File: config.mk
export PLATFORM = sky130hd
export DESIGN_NAME = femto_clkctl
export DESIGN_NICKNAME = d
export VERILOG_FILES = /design/src/rtl/femto_clkctl.sv
export SDC_FILE = /design/constraint.sdc
export NUM_CORES = 1
export LEC_CHECK = 0
export CORE_MARGIN = 2
export CORE_UTILIZATION = 59
export CTS_BUF_LIST = sky130_fd_sc_hd__clkbuf_16
export CTS_CLUSTER_SIZE = 40
export DETAILED_ROUTE_END_ITERATION = 8
export HOLD_SLACK_MARGIN = 0.05
export PLACE_DENSITY = 0.79
export SYNTH_ARGS = -nofsm -noshare
export SYNTH_HDL_FRONTEND = slang
export SYNTH_SLANG_ARGS = --single-unit
File: constraint.sdc
create_clock -name clk -period 3 [get_ports clk]
set_input_delay 0.45 -clock clk [delete_from_list [all_inputs] [get_ports clk]]
set_output_delay 0.45 -clock clk [all_outputs]
set_load 0.05 [all_outputs]
File: src/rtl/femto_clkctl.sv
// femto_clkctl: reset sequencer and clock-enable generator behind the PLL.
// Ports: clk, reset (sync, active-high), pll_lock (async),
//   cfg_we/cfg_ch/cfg_div (divisor writes),
//   ce_out[NCH] (enable strobes), sys_reset_out, ready.
module femto_clkctl #(
    parameter int NCH         = 4,
    parameter int CHW         = 2,
    parameter int DIVW        = 16,
    parameter int DEFAULT_DIV = 0,
    parameter int LOCK_CYCLES = 16,
    parameter int RST_CYCLES  = 8,
    parameter int SEQW        = 16
) (
    input  logic            clk,
    input  logic            reset,
    input  logic            pll_lock,
    input  logic            cfg_we,
    input  logic [CHW-1:0]  cfg_ch,
    input  logic [DIVW-1:0] cfg_div,
    output logic [NCH-1:0]  ce_out,
    output logic            sys_reset_out,
    output logic            ready
);

    typedef enum logic [1:0] {
        WAIT_LOCK,
        STABLE,
        HOLD,
        RUN
    } state_t;

    localparam logic [SEQW-1:0] LOCK_LAST = SEQW'(LOCK_CYCLES - 1);
    localparam logic [SEQW-1:0] RST_LAST  = SEQW'(RST_CYCLES - 1);
    localparam logic [DIVW-1:0] DIV_RST   = DIVW'(DEFAULT_DIV);

    state_t          state_q, state_d;
    logic [1:0]      sync_q, sync_d;
    logic [SEQW-1:0] seq_q, seq_d;
    logic [DIVW-1:0] div_q [NCH];
    logic [DIVW-1:0] div_d [NCH];
    logic [DIVW-1:0] cnt_q [NCH];
    logic [DIVW-1:0] cnt_d [NCH];
    logic            lock_s;
    logic            run_stay;

    assign lock_s = sync_q[1];

    always_comb begin
        sync_d = {sync_q[0], pll_lock};
    end

    always_comb begin
        state_d = state_q;
        seq_d   = seq_q;
        unique case (state_q)
            WAIT_LOCK: begin
                seq_d = '0;
                if (lock_s) state_d = STABLE;
            end
            STABLE: begin
                if (!lock_s) begin
                    state_d = WAIT_LOCK;
                    seq_d   = '0;
                end else if (seq_q == LOCK_LAST) begin
                    state_d = HOLD;
                    seq_d   = '0;
                end else begin
                    seq_d = seq_q + SEQW'(1);
                end
            end
            HOLD: begin
                if (!lock_s) begin
                    state_d = WAIT_LOCK;
                    seq_d   = '0;
                end else if (seq_q == RST_LAST) begin
                    state_d = RUN;
                    seq_d   = '0;
                end else begin
                    seq_d = seq_q + SEQW'(1);
                end
            end
            RUN: begin
                seq_d = '0;
                if (!lock_s) state_d = WAIT_LOCK;
            end
            default: begin
                state_d = WAIT_LOCK;
                seq_d   = '0;
            end
        endcase
    end

    // Counters only advance while RUN persists; leaving RUN zeroes them
    // so the next RUN entry starts from a clean phase.
    assign run_stay = (state_q == RUN) && (state_d == RUN);

    always_comb begin
        for (int i = 0; i < NCH; i++) begin
            div_d[i] = div_q[i];
            cnt_d[i] = '0;
            if (run_stay) begin
                if (cnt_q[i] == div_q[i]) cnt_d[i] = '0;
                else cnt_d[i] = cnt_q[i] + DIVW'(1);
            end
            // Out-of-range channel numbers match no index and are dropped.
            if (cfg_we && (cfg_ch == CHW'(i))) begin
                div_d[i] = cfg_div;
                cnt_d[i] = '0;
            end
        end
    end

    always_ff @(posedge clk) begin
        if (reset) begin
            state_q <= WAIT_LOCK;
            sync_q  <= '0;
            seq_q   <= '0;
            for (int i = 0; i < NCH; i++) begin
                div_q[i] <= DIV_RST;
                cnt_q[i] <= '0;
            end
        end else begin
            state_q <= state_d;
            sync_q  <= sync_d;
            seq_q   <= seq_d;
            for (int i = 0; i < NCH; i++) begin
                div_q[i] <= div_d[i];
                cnt_q[i] <= cnt_d[i];
            end
        end
    end

    // Gated by reset so downstream logic sees reset asserted
    // during the reset cycle itself, not only after the edge.
    assign ready         = !reset && (state_q == RUN);
    assign sys_reset_out = !ready;

    always_comb begin
        ce_out = '0;
        for (int i = 0; i < NCH; i++) begin
            ce_out[i] = ready && (cnt_q[i] == div_q[i]);
        end
    end

endmodule

# Word-level counts from Yosys, hierarchy flattened
# Memories as Yosys holds them, arrays and structs flattened.
# Cells that the tools add are included.
# word_totals
out_inout_bits	6
word_cells	85
regBits	20
ramBits	128
mem_count	2
input_bits	22
# op_classes
add_sub_neg	5
n_eq_ne	13
mux	39
n_reduce_logical	15
bitwise	8
# mem_list
name	depth	width	rd	rd_clocked_by_memory_dff	write_ports	line_no	source
cnt_q	4	16	4	0	4	41	logic [DIVW-1:0] cnt_q [NCH];
div_q	4	16	4	0	4	39	logic [DIVW-1:0] div_q [NCH];
# ops
cell	n
$mux 16	28
$add 16x1->16 const B	5
$eq 16x16->1	4
$pmux 16 s3	1
$eq 16x3->1 const B	1
$eq 16x4->1 const B	1
$mux 2	6
$eq 2x2->1 const B	5
$logic_and 1x1->1	10
$or 1x1->1	8
$pmux 2 s4	1
$eq 2x1->1 const B	2
$logic_not 2->1	2
$mux 1	3
$logic_not 1->1	2
$reduce_or 2->1	1

# Logic depth before layout (Yosys ltp)
# depth
word_depth	9
mapped_depth	6
ltp_nobuf	5

# Worst setup path after synthesis
# Ideal clock, no wire load.
# synth_path
path_kind	reg2out
startpoint	mem cnt_q[1][9], in the netlist cnt_q[0][25]
endpoint	out ce_out[1]
arrival_ns	1.714
path_buffers	1
path_stages_with_launch	6
t_required_ns	2.550
path_slack_ns	0.836
cell_sequence	dfxtp_1 clkbuf_1 xnor2_1 nand4_1 nor4_4 and2_1
# synth_lines
item	line_no	source
start, declared	41	
end, declared	20	output logic [NCH-1:0] ce_out,

==> out/qor.yml <==
outcome:
  outcome: "finished clean"
timing:
  finalHoldViolations: 0
  relSlewSlack: 0.364
  fmax_mhz: 387
  fin_tns_setup_ps: 0
  post-route-min-period_ps: 2580
  setup_viol: 0
  finalClockSkew_ps: 6.17
  fin_crit_sh: 0.861
  tightest_slew_ps: 951
  maxSlewViolCount: 0
  rsz0062_at_grt: "false"
synthesis:
  ys_warn_count: 0
  ys_seq_elements: 148
  synth_top_family_by_area: "simple AND/OR/NAND/NOR gates"
  yosysSeqAreaShare: 0.437
  synthSimpleGateAreaFrac: 0.278
  synth_xor_area_frac: 0.160
  syn_area_um2: 6790
  syn-num-nets: 819
  synth_compound_area_frac: 0.0828
  synthMuxAreaShare: 0.00147
  synth_top_area_cell: "dfxtp_1"
  synth_top_area_share: 0.437
  synthAdderAreaFrac: 0.00922
  synth_area_per_cell_um2: 8.57
  synth_cell_types: 50
  ys_top_cells_by_area: "dfxtp_1 44%, xnor2_1 11%, nand2_1 8.1%, a21oi_1 5.8%, xor2_1 4.9%"
  synthesis.instances: 792
global_route:
  antenna_found_initial: 0
  grt_max_degree: 68
  grt_overflow: 0
  groute.usage.overall: 0.258
  grt_pass1_wl_um: 25900
  grt_pass1_vias: 5422
clocking:
  clkTransAtPathRegs_ps: 60
  cts_buffers: 17
  post_cts_buffers: 0
  clk_path_buf_depth: 2
  cts.sink_count: 148
  cts-root-buf: "clkbuf_16"
  cts_resized: 0
  postCtsHoldBufs: 0
  clk_latency_ps: 430
  cts_tree: "yes"
  htreeDepth: 4
pwr:
  ir_drop_mv: 0.442
  power_uw: 4320
  power_density_nw_per_um2: 560
  power.leakage_uw: 0.00243
placed_design:
  io_buffers: 27
  dp.final_hpwl_um: 10400
  dpl-instance-area_um2: 7150
  place.gp.congestion: 0.831
floorplan:
  rows: 39
  ios: 28
  die_w_um: 111
  initial_core_util: 0.599
  dieArea_um2: 12400
  die_h_um: 111
  core_um2: 11300
route:
  drtIter0Drc: 480
  wl_per_cell_um: 16.1
  viasPerCell: 5.88
  drtAntennaViolNets: 0
  first_pass_iters: 5
  wl_um: 15400
  vias: 5630
  drc: 0
critical_path:
  crit_arrival_ps: 2130
  worstPathRequired_ps: 2550
  worstSetupPathType: "flop to output pin"
  start_kind: "flop"
  worst_setup_path_end_kind: "output pin"
  crit_fanout: 17
finish:
  drive_above_1_share: 0.0749
  n_antenna_cell: 0
  stdcell_area_um2: 7720
  final_cell_mix: "148 x dfxtp_1, 146 x nand2_1, 86 x xnor2_1"
  fin_nets: 828
  final_common_cell: "dfxtp_1"
  fin_util: 0.682
  area_growth_pct: 13.7
run:
  maxCapViolations: 0
min_path:
  hold_class: "flop to flop"
## layer usage
layer / up-vias / track usage / wire length (µm)
met5: - / 0 / 0
met4: 0 / 0.0889 / 280
met3: 28 / 0.0672 / 810
met2: 140 / 0.432 / 7500
met1: 2684 / 0.324 / 6780
li1: 2778 / - / -
## power by group
group / total (µW) / switching [µW] / internal, µW
registers: 2020 / 22.3 / 2000
clock network: 2040 / 824 / 1210
logic: 269 / 166 / 103
total: 4320 / 1010 / 3310
## final cells by class
type	instances	area (µm²)
Timing Repair Buffer	36	380
Fill cell	874	3600
Clock inverter	15	143
Inverter	5	18.8
Sequential cell	148	2960
Multi-Input combinational cell	593	3610
Tap cell	143	179
Clock buffer	17	425
## synthesized netlist by cell type (all sizes together)
master / count
and4: 12
or3b: 1
a22oi: 2
nand2: 148
nor4: 12
o31ai: 2
nor3: 56
nand4: 41
mux2i: 1
nor4bb: 1
and3b: 1
nor2: 8
nand3b: 2
xnor2: 86
inv: 5
o21ba: 1
and3: 11
xor2: 38
nand4b: 1
or2: 2
o21ai: 8
nand3: 35
a211oi: 8
clkbuf: 30
nand2b: 3
nor3b: 7
nor2b: 2
nor4b: 1
ha: 5
a31o: 1
or3: 8
and2: 7
a21oi: 79
or4: 2
buf: 16
dfxtp: 148
a21boi: 1
## kinds of logic (layout without fill, tap and decap cells)
group / Yosys count / after routing
xor gates and xnor gates: 124 / 124
buffers and inverters: 51 / 73
adders and majority gates: 5 / 5
muxes: 1 / 1
and+or+nand+nor: 361 / 361
AOI/OAI and AO/OA: 102 / 102
DFF: 148 / 148
## path summary, 6_finish.rpt
kind	start	to	slack, ps	cells after the start
setup / recovery	cnt_q[0][10]$_SDFF_PP0_	ce_out[0]	420	6
hold / removal	sync_q[0]$_SDFF_PP0_	sync_q[1]$_SDFF_PP0_	440	1
setup reg to reg	state_q[1]$_SDFF_PP0_	cnt_q[0][61]$_SDFF_PP0_	850	4
hold reg to reg	sync_q[0]$_SDFF_PP0_	sync_q[1]$_SDFF_PP0_	440	1
## stage by stage
| step | instances | setup slack, ps | hold slack (ps) |
|---|---|---|---|
| floorplan | 792 | 836 | 414 |
| global placement | 925 | 651 | 424 |
| detailed placement | 925 | 546 | 439 |
| CTS | 957 | 404 | 450 |
| global route | 957 | 302 | 469 |
| finish | 957 | 417 | 444 |
## registers in the layout, summed over array words and instances, names as in the netlist
signal,count
state_q,2
sync_q,2
div_q,64
cnt_q,64
seq_q,16
## worst max-delay path, cell delays in order (launching register included)
cell and delay, ps:
dfxtp_1 460, xnor2_1 160, nand4_1 170, nor4_4 300, buf_4 250, and2_1 210, buf_12 150
Note: power is estimated with default switching activity, not from simulation.
